===== src/rtl/fifo_multi_queue_if.sv =====
// Enqueue/dequeue/clear handshake and per-queue status bundle for fifo_multi_queue.
interface fifo_multi_queue_if #(
  parameter int DATA_WIDTH = 64,
  parameter int DEPTH      = 4,
  parameter int NUM_QUEUES = 4
);
  localparam int QID_WIDTH = (NUM_QUEUES > 1) ? $clog2(NUM_QUEUES) : 1;
  localparam int CNT_WIDTH = $clog2(DEPTH + 1);

  logic                                   i__enq_valid;
  logic [QID_WIDTH-1:0]                   i__enq_qid;
  logic [DATA_WIDTH-1:0]                  i__enq_data;
  logic                                   o__enq_ready;
  logic [QID_WIDTH-1:0]                   i__deq_qid;
  logic                                   o__deq_valid;
  logic [DATA_WIDTH-1:0]                  o__deq_data;
  logic                                   i__deq_ready;
  logic                                   i__clear;
  logic [QID_WIDTH-1:0]                   i__clear_qid;
  logic [NUM_QUEUES-1:0]                  o__empty_vec;
  logic [NUM_QUEUES-1:0]                  o__full_vec;
  logic [NUM_QUEUES-1:0]                  o__afull_vec;
  logic [NUM_QUEUES-1:0][CNT_WIDTH-1:0]   oa__count;

  modport master (
    output i__enq_valid, i__enq_qid, i__enq_data, i__deq_qid, i__deq_ready,
           i__clear, i__clear_qid,
    input  o__enq_ready, o__deq_valid, o__deq_data, o__empty_vec, o__full_vec,
           o__afull_vec, oa__count
  );

  modport slave (
    input  i__enq_valid, i__enq_qid, i__enq_data, i__deq_qid, i__deq_ready,
           i__clear, i__clear_qid,
    output o__enq_ready, o__deq_valid, o__deq_data, o__empty_vec, o__full_vec,
           o__afull_vec, oa__count
  );
endinterface


===== src/rtl/fifo_multi_queue.sv =====
// NUM_QUEUES independent FWFT queues sharing one enqueue and one dequeue port,
// each steered by a queue id, with per-queue status and flush.
module fifo_multi_queue #(
  parameter int DATA_WIDTH    = 64,
  parameter int DEPTH         = 4,
  parameter int NUM_QUEUES    = 4,
  parameter int AFULL_THRESH  = 3,
  parameter int FULL_PUSH_POP = 1
) (
  input  logic              clk,
  input  logic              reset,
  fifo_multi_queue_if.slave q_if
);
  localparam int QID_WIDTH = (NUM_QUEUES > 1) ? $clog2(NUM_QUEUES) : 1;
  localparam int CNT_WIDTH = $clog2(DEPTH + 1);
  localparam int PTR_WIDTH = $clog2(DEPTH);
  localparam logic FPP     = (FULL_PUSH_POP != 0);
  // One extra bit keeps the range check meaningful when NUM_QUEUES is a power of two
  localparam logic [QID_WIDTH:0] NQ = (QID_WIDTH + 1)'(NUM_QUEUES);

  logic enq_qv, deq_qv, clr_qv;
  logic [NUM_QUEUES-1:0] enq_dec, deq_dec, clr_dec, acc, push_vec, pop_vec;
  logic [NUM_QUEUES-1:0] empty, full, afull;
  logic [NUM_QUEUES-1:0][CNT_WIDTH-1:0]  cnt;
  logic [NUM_QUEUES-1:0][DATA_WIDTH-1:0] head;

  assign enq_qv = ({1'b0, q_if.i__enq_qid}   < NQ);
  assign deq_qv = ({1'b0, q_if.i__deq_qid}   < NQ);
  assign clr_qv = ({1'b0, q_if.i__clear_qid} < NQ);

  function automatic logic [PTR_WIDTH-1:0] ptr_nxt(input logic [PTR_WIDTH-1:0] p);
    return (p == PTR_WIDTH'(DEPTH - 1)) ? '0 : p + 1'b1;
  endfunction

  for (genvar q = 0; q < NUM_QUEUES; q++) begin : g_q
    logic [CNT_WIDTH-1:0]             cnt_r;
    logic [PTR_WIDTH-1:0]             rd_ptr, wr_ptr;
    logic [DEPTH-1:0][DATA_WIDTH-1:0] mem;

    assign enq_dec[q] = enq_qv & (q_if.i__enq_qid == QID_WIDTH'(q));
    assign deq_dec[q] = deq_qv & (q_if.i__deq_qid == QID_WIDTH'(q));
    assign clr_dec[q] = q_if.i__clear & clr_qv & (q_if.i__clear_qid == QID_WIDTH'(q));

    assign empty[q] = (cnt_r == '0);
    assign full[q]  = (cnt_r == CNT_WIDTH'(DEPTH));
    assign afull[q] = (cnt_r >= CNT_WIDTH'(AFULL_THRESH));

    assign pop_vec[q]  = ~reset & q_if.i__deq_ready & deq_dec[q] & ~empty[q] & ~clr_dec[q];
    // A full queue frees a slot in the same cycle only if it is being popped
    assign acc[q]      = enq_dec[q] & ~clr_dec[q] & (~full[q] | (FPP & pop_vec[q]));
    assign push_vec[q] = ~reset & q_if.i__enq_valid & acc[q];

    always_ff @(posedge clk or posedge reset) begin
      if (reset) begin
        cnt_r  <= '0;
        rd_ptr <= '0;
        wr_ptr <= '0;
      end else if (clr_dec[q]) begin
        cnt_r  <= '0;
        rd_ptr <= '0;
        wr_ptr <= '0;
      end else begin
        if (push_vec[q]) wr_ptr <= ptr_nxt(wr_ptr);
        if (pop_vec[q])  rd_ptr <= ptr_nxt(rd_ptr);
        case ({push_vec[q], pop_vec[q]})
          2'b10:   cnt_r <= cnt_r + 1'b1;
          2'b01:   cnt_r <= cnt_r - 1'b1;
          default: cnt_r <= cnt_r;
        endcase
      end
    end

    always_ff @(posedge clk) begin
      if (push_vec[q]) mem[wr_ptr] <= q_if.i__enq_data;
    end

    assign head[q] = mem[rd_ptr];
    assign cnt[q]  = cnt_r;
  end

  always_comb begin
    q_if.o__deq_data = '0;
    for (int q = 0; q < NUM_QUEUES; q++)
      if (deq_dec[q]) q_if.o__deq_data = head[q];
  end

  assign q_if.o__enq_ready = ~reset & (|acc);
  assign q_if.o__deq_valid = ~reset & (|(deq_dec & ~empty & ~clr_dec));
  assign q_if.o__empty_vec = empty;
  assign q_if.o__full_vec  = full;
  assign q_if.o__afull_vec = afull;
  assign q_if.oa__count    = cnt;
endmodule

===== src/flat_wrapper.sv =====
// flat-port wrapper written by rule: the top's interface ports become plain ports
module fifo_multi_queue_flat 
#(
  parameter int DATA_WIDTH    = 64,
  parameter int DEPTH         = 4,
  parameter int NUM_QUEUES    = 4,
  parameter int AFULL_THRESH  = 3,
  parameter int FULL_PUSH_POP = 1
)
  (clk, reset, q_if_i__enq_valid, q_if_i__enq_qid, q_if_i__enq_data, q_if_i__deq_qid, q_if_i__deq_ready, q_if_i__clear, q_if_i__clear_qid, q_if_o__enq_ready, q_if_o__deq_valid, q_if_o__deq_data, q_if_o__empty_vec, q_if_o__full_vec, q_if_o__afull_vec, q_if_oa__count);
  fifo_multi_queue_if #(.DATA_WIDTH(DATA_WIDTH), .DEPTH(DEPTH), .NUM_QUEUES(NUM_QUEUES)) q_if_i ();
  input  logic clk;
  input  logic reset;
  input wire logic [$bits(q_if_i.i__enq_valid)-1:0] q_if_i__enq_valid;
  input wire logic [$bits(q_if_i.i__enq_qid)-1:0] q_if_i__enq_qid;
  input wire logic [$bits(q_if_i.i__enq_data)-1:0] q_if_i__enq_data;
  input wire logic [$bits(q_if_i.i__deq_qid)-1:0] q_if_i__deq_qid;
  input wire logic [$bits(q_if_i.i__deq_ready)-1:0] q_if_i__deq_ready;
  input wire logic [$bits(q_if_i.i__clear)-1:0] q_if_i__clear;
  input wire logic [$bits(q_if_i.i__clear_qid)-1:0] q_if_i__clear_qid;
  output wire logic [$bits(q_if_i.o__enq_ready)-1:0] q_if_o__enq_ready;
  output wire logic [$bits(q_if_i.o__deq_valid)-1:0] q_if_o__deq_valid;
  output wire logic [$bits(q_if_i.o__deq_data)-1:0] q_if_o__deq_data;
  output wire logic [$bits(q_if_i.o__empty_vec)-1:0] q_if_o__empty_vec;
  output wire logic [$bits(q_if_i.o__full_vec)-1:0] q_if_o__full_vec;
  output wire logic [$bits(q_if_i.o__afull_vec)-1:0] q_if_o__afull_vec;
  output wire logic [$bits(q_if_i.oa__count)-1:0] q_if_oa__count;
  assign q_if_i.i__enq_valid = q_if_i__enq_valid;
  assign q_if_i.i__enq_qid = q_if_i__enq_qid;
  assign q_if_i.i__enq_data = q_if_i__enq_data;
  assign q_if_i.i__deq_qid = q_if_i__deq_qid;
  assign q_if_i.i__deq_ready = q_if_i__deq_ready;
  assign q_if_i.i__clear = q_if_i__clear;
  assign q_if_i.i__clear_qid = q_if_i__clear_qid;
  assign q_if_o__enq_ready = q_if_i.o__enq_ready;
  assign q_if_o__deq_valid = q_if_i.o__deq_valid;
  assign q_if_o__deq_data = q_if_i.o__deq_data;
  assign q_if_o__empty_vec = q_if_i.o__empty_vec;
  assign q_if_o__full_vec = q_if_i.o__full_vec;
  assign q_if_o__afull_vec = q_if_i.o__afull_vec;
  assign q_if_oa__count = q_if_i.oa__count;
  fifo_multi_queue #(.DATA_WIDTH(DATA_WIDTH), .DEPTH(DEPTH), .NUM_QUEUES(NUM_QUEUES), .AFULL_THRESH(AFULL_THRESH), .FULL_PUSH_POP(FULL_PUSH_POP)) u_core (.clk(clk), .reset(reset), .q_if(q_if_i));
endmodule

===== config.mk =====
export PLATFORM = sky130hd
export DESIGN_NAME = fifo_multi_queue_flat
export DESIGN_NICKNAME = d
export VERILOG_FILES = /design/src/rtl/fifo_multi_queue_if.sv /design/src/rtl/fifo_multi_queue.sv /design/src/flat_wrapper.sv
export SDC_FILE = /design/constraint.sdc
export NUM_CORES = 1
export LEC_CHECK = 0
export CELL_PAD_IN_SITES_DETAIL_PLACEMENT = 1
export CELL_PAD_IN_SITES_GLOBAL_PLACEMENT = 2
export CORE_MARGIN = 8
export CORE_UTILIZATION = 45
export CTS_BUF_LIST = sky130_fd_sc_hd__clkbuf_16
export DETAILED_ROUTE_END_ITERATION = 10
export GPL_TIMING_DRIVEN = 0
export PLACE_DENSITY_LB_ADDON = 0.1
export SLEW_MARGIN = 20
export SYNTH_ARGS = -nofsm -noshare
export SYNTH_HDL_FRONTEND = slang
export SYNTH_SLANG_ARGS = --single-unit

===== constraint.sdc =====
create_clock -name clk -period 4.2 [get_ports clk]
set_clock_uncertainty 0.05 [all_clocks]
set_input_delay 0.63 -clock clk [delete_from_list [all_inputs] [get_ports clk]]
set_output_delay 0.63 -clock clk [all_outputs]
set_load 0.05 [all_outputs]

== Word-level counts from Yosys, hierarchy flattened ==
Index checks and enable logic that the tools add are counted.
Operators by class
  $add $sub $neg: 16
  $lt $le $gt $ge: 16
  equality and inequality tests: 29
  multiplexer cells: 56
  bitwise operators: 53
  reduce and logical (&&, ||, !) cells: 25
Operators by type and width (count)
  256-bit bitwise mux: 4
  64-bit two-way mux: 12
  64-bit binary-select mux with 2-bit select: 4
  64-bit demux with 2-bit select: 4
  2-bit two-way mux: 24
  2-bit equality test, second input constant: 18
  1-bit bitwise AND: 32
  2-bit by 3-bit less-than comparator with 1-bit output, second input constant: 8
  3-bit one-hot mux with 2 select lines: 4
  2-bit by 1-bit adder with 2-bit output, second input constant: 8
  2-bit nonzero test: 8
  2-bit by 1-bit equality test with 1-bit output, second input constant: 7
  1-bit inverter: 13
  3-bit by 1-bit adder with 3-bit output, second input constant: 4
  3-bit equality test, second input constant: 4
  3-bit by 2-bit greater-or-equal comparator with 1-bit output, second input constant: 4
  3-bit zero test: 4
  3-bit two-way mux: 4
  3-bit nonzero test: 4
  3-bit by 1-bit subtractor with 3-bit output, second input constant: 4
  4-bit bitwise AND: 2
  2-bit by 1-bit greater-or-equal comparator with 1-bit output, second input constant: 4
  4-bit inverter: 2
  4-bit OR reduction: 2
  3 further kinds: 11
Word-level totals
  register bits: 1052
  bits of input ports: 75
  output and inout bits: 90
  word-level logic and storage cells: 223

== Depth between registers and ports, before layout ==
  depth after elaboration: 11
  depth in mapped cells: 10
  mapped depth without buffers: 9

== Worst setup path after synthesis ==
No wires, ideal clock.
  path kind: register to register
  start: register u_core.g_q[0].cnt_r[2]
  end: register u_core.g_q[0].mem[0] in the netlist's numbering, enable pin
  library setup time: 0.547 ns
  data arrival time: 3.325 ns
  data required time: 3.603 ns
  path slack: 0.279 ns
  stages on the path, launching flop included: 4
  buffers on the path: 0
  clock period less this slack: 3.921 ns
  path through: dfrtp_1 > nor3b_1 > a2111oi_4 > and3_1
On the way
  elaborated cells between the ends (all ways): 9
  classes of those cells: eq/ne: 1; bitwise: 7; reduce/logical: 1
RTL lines
  start, declared: line fifo_multi_queue.sv:36  | logic [CNT_WIDTH-1:0] cnt_r;
  start signal, assigned: line fifo_multi_queue.sv:66  | 2'b10: cnt_r <= cnt_r + 1'b1;
  start signal, assigned: line fifo_multi_queue.sv:67  | 2'b01: cnt_r <= cnt_r - 1'b1;
  start signal, assigned: line fifo_multi_queue.sv:68  | default: cnt_r <= cnt_r;
  3-bit equality test: line fifo_multi_queue.sv:45  | assign full[q] = (cnt_r == CNT_WIDTH'(DEPTH));
  net q_if_o__full_vec[0]: line flat_wrapper.sv:25  | output wire logic [$bits(q_if_i.o__full_vec)-1:0] q_if_o__full_vec;
  1-bit inverter: line fifo_multi_queue.sv:50  | assign acc[q] = enq_dec[q] & ~clr_dec[q] & (~full[q] | (FPP & pop_vec[q]));
  1-bit OR: line fifo_multi_queue.sv:50
  1-bit bitwise AND: line fifo_multi_queue.sv:50
  1-bit bitwise AND: line fifo_multi_queue.sv:51  | assign push_vec[q] = ~reset & q_if.i__enq_valid & acc[q];
  end signal, assigned by index: line fifo_multi_queue.sv:74  | if (push_vec[q]) mem[wr_ptr] <= q_if.i__enq_data;
  end, declared: line fifo_multi_queue.sv:38  | logic [DEPTH-1:0][DATA_WIDTH-1:0] mem;
The timed path passes the listed nets, and every way through them passes these cells.
A chain may end at the register's enable or synchronous reset.

== Worst setup path after layout ==
  start: input port q_if_i__deq_qid[0]
  end: output port q_if_o__deq_data[24]
On the way
  word-level cells in the longest chain between the ends: 5
  elaborated cells between the ends (all ways): 8
  classes of those cells: eq/ne: 3; mux: 4; reduce/logical: 1
Ends and longest elaborated chain
  start, declared: line flat_wrapper.sv:17  | input wire logic [$bits(q_if_i.i__deq_qid)-1:0] q_if_i__deq_qid;
  2-bit zero test: line fifo_multi_queue.sv:41  | assign deq_dec[q] = deq_qv & (q_if.i__deq_qid == QID_WIDTH'(q));
  64-bit two-way mux (3 in series): line fifo_multi_queue.sv:84  | if (deq_dec[q]) q_if.o__deq_data = head[q];
  64-bit two-way mux *: line fifo_multi_queue.sv:84
  end, declared: line flat_wrapper.sv:23  | output wire logic [$bits(q_if_i.o__deq_data)-1:0] q_if_o__deq_data;
Every way passes the cells marked *; elsewhere a longest branch is shown, timed or not.

==> impl_metrics.py <==
metrics = {
    "run_status": {
        "status": "finished clean",
    },
    "yosys": {
        "synth_fp_nets": 1891,
        "ys_types": 36,
        "async_flop_share_pct": 2.66,
        "synth_warnings": 0,
        "ys.flop_type": "edfxtp_1",
        "synth_seq_area_share_pct": 78.2,
        "synth_cells": 1788,
        "syn_avg_cell_area_sq_um": 22.5,
        "synth-edff-count": 1024,
        "syn_area_sq_um": 40200,
        "ys_ff_latch": 1052,
    },
    "sta": {
        "report.final.hold_viol_count": 0,
        "maxSlewHeadroom_pct": 35.1,
        "finalSetupTns_ps": 0,
        "fmax_mhz": 245,
        "slew_viol_final": 0,
        "worst_pin_slew_ps": 967,
        "finalCriticalPeriod_ps": 4080,
        "fin_ws_ps": 121,
        "rsz0062_at_grt": "no",
        "setup_violations": 0,
        "post-route-period-util_pct": 97.1,
    },
    "die": {
        "dieArea_sq_um": 99200,
        "rows": 109,
        "ios": 165,
        "die_y_um": 315,
        "start_util_pct": 45.4,
        "design.core.area_sq_um": 88500,
        "die_w_um": 315,
    },
    "setup_path": {
        "worstPathArrival_ps": 3400,
        "crit_type": "primary input to output port",
        "r2r_setup_slack_ps": 1060,
        "cp-endpoint": "q_if_o__deq_data[24]",
        "crit_required_ps": 3520,
        "worstSetupStartpoint": "q_if_i__deq_qid[0]",
        "critPathMaxFanout": 10,
        "crit_path_end_kind": "output port",
        "start_kind": "primary input",
        "r2r-end": "u_core.g_q[2].cnt_r[2]",
        "reg2regPathDepth": 9,
        "reg2reg_from": "u_core.g_q[2].cnt_r[2]",
    },
    "final_layout": {
        "final_nets": 2193,
        "drive_gt1_share_pct": 24.9,
        "syn_to_final_growth_pct": 18.3,
        "layout_commonest_cell": "edfxtp_1",
        "layout.cells.non_filler": 3348,
        "final_cell_mix": "edfxtp_1 (1024), mux4_2 (256), a22oi_1 (130)",
        "fill_cells": 7592,
    },
    "detailed_routing": {
        "firstDrtPassIters": 7,
        "final_antenna_net_count": 0,
        "drt-initial-drc-count": 1754,
        "wl_per_cell_um": 29.9,
        "drt-total-wl_um": 100000,
        "viasPerCell": 5.79,
        "drc": 0,
        "vias": 19400,
    },
    "placed_design": {
        "place_ws_ps": -783,
        "dp_cells": 3144,
        "gp_congestion": 0.687,
        "place_hpwl_um": 60600,
        "port_buffers": 164,
    },
    "global_route": {
        "grt_pass1_vias": 21700,
        "grt_pass1_wl_um": 146000,
        "grt_antenna_before_repair": 8,
        "grt_overflow": 0,
        "grt_use_total_pct": 20.2,
        "grt_start_max_net_pins": 36,
    },
    "pwr": {
        "powerDensity_nw_per_um2": 535,
        "leakagePower_nw": 15.3,
        "power_w": 0.0254,
        "peakVddDrop_mv": 0.407,
    },
    "clock_network": {
        "htreeDepth": 3,
        "cts_buffers": 110,
        "clock_path_buffers": 3,
        "cts_tree": "done",
        "postCtsHoldBufs": 0,
        "clk_pin_slew_ps": 60,
        "cts.sink_count": 1052,
        "clock_latency_ps": 670,
        "cts_root_buffer": "clkbuf_16",
    },
    "min_path": {
        "hp-class": "primary input to async pin",
    },
    "flow_run": {
        "maxCapViolations": 0,
    },
}
==> Yosys cell counts, types with 2 or more instances <==
| master | number | area share, % |
|---|---|---|
| nand3_1 | 9 | 0.11 |
| nand3b_1 | 2 | 0.037 |
| or3_1 | 9 | 0.14 |
| a21o_1 | 4 | 0.075 |
| ha_1 | 24 | 0.75 |
| a21oi_1 | 9 | 0.11 |
| fa_1 | 4 | 0.20 |
| and2_1 | 5 | 0.078 |
| a211oi_1 | 3 | 0.056 |
| a22oi_1 | 130 | 2.4 |
| and3b_1 | 2 | 0.044 |
| mux2i_1 | 9 | 0.22 |
| and3_1 | 17 | 0.26 |
| dfrtp_1 | 28 | 1.7 |
| inv_1 | 13 | 0.12 |
| o31ai_1 | 8 | 0.15 |
| edfxtp_1 | 1024 | 76 |
| nand2b_1 | 5 | 0.078 |
| nor3b_1 | 5 | 0.093 |
| xnor2_1 | 4 | 0.087 |
| nor2b_1 | 3 | 0.047 |
| nand2_1 | 69 | 0.64 |
| xor2_1 | 4 | 0.087 |
| nor2_1 | 27 | 0.25 |
| mux4_2 | 256 | 14 |
| nor3_1 | 10 | 0.12 |
| buf_2 | 31 | 0.39 |
| buf_4 | 3 | 0.056 |
| clkbuf_1 | 49 | 0.46 |
| buf_1 | 9 | 0.084 |
| o21ai_0 | 8 | 0.10 |
==> sequential cells by signal, summed over array words and instances (netlist names) <==
name,flops
u_core.g_q.mem,1024
u_core.g_q.rd_ptr,8
u_core.g_q.cnt_r,12
u_core.g_q.wr_ptr,8
==> per-layer routing <==
metal  routed length, um  global-route usage [%]
met1               41800                    26.2
met2               51500                    35.2
met3                4540                    3.29
met4                2300                    5.65
met5                  41                       0
==> where the power goes <==
part           total, W  internal, W  leakage, nW  switching, W
combinational   0.00424      0.00173         3.93       0.00251
sequential       0.0119       0.0117         9.60      0.000161
clock           0.00932      0.00534         1.76       0.00398
==> worst max-delay path, cell delays in order <==
cell,delay (ps)
clkdlybuf4s50_1,510
buf_2,270
nor2b_1,180
buf_2,410
clkbuf_4,370
a22oi_1,120
nand2_1,80
clkdlybuf4s50_1,800
==> repair_timing <==
action,4_1_cts,5_1_grt
resized for setup,128,7
setup endpoints to repair,64,4
endpoints found under the hold margin,0,0
setup buffers,0,0
==> metrics by stage <==
step	hold slack, ps	util, %	instance area, sq um
after floorplan	525	-	40200
after global placement	541	48.9	43300
after detailed placement	567	49.7	44000
after CTS	459	53.7	47500
after global routing	501	53.7	47600
final	485	53.7	47600
==> how the worst min path moves through the flow <==
| stage | from | end | slack, ps | depth (start not counted) |
|---|---|---|---|---|
| 2_1_floorplan | u_core.g_q[3].wr_ptr[0] | u_core.g_q[3].wr_ptr[0] | 520 | 3 |
| 3_3_place_gp | u_core.g_q[2].cnt_r[2] | u_core.g_q[2].cnt_r[2] | 540 | 2 |
| 3_5_place_dp | u_core.g_q[3].wr_ptr[0] | u_core.g_q[3].wr_ptr[0] | 570 | 3 |
| 4_1_cts | reset | u_core.g_q[1].cnt_r[2] | 460 | 2 |
| 5_1_grt | reset | u_core.g_q[1].cnt_r[0] | 500 | 2 |
| 6_report | reset | u_core.g_q[1].cnt_r[2] | 490 | 2 |
==> cell families after synthesis <==
| group | share of synthesized area (%) |
|---|---|
| flops | 78.2 |
| mux | 14.6 |
| simple gates | 1.99 |
| compound gates | 2.99 |
| buf+inv | 1.10 |
| fa+ha+maj | 0.946 |
| xor+xnor | 0.174 |
==> area by class of cell <==
class	instances	area, sq um	area share, %
inverters	13	48.8	0.103
flip-flops and latches	1052	31500	66.1
plain buffers	91	529	1.11
clock inverters	91	674	1.42
multi-input cells	631	8400	17.7
repair buffers	191	2220	4.66
well taps	1165	1460	3.06
clock buffers	111	2780	5.84
diodes	3	7.51	0.0158
Power figures use the tool's default switching activity.
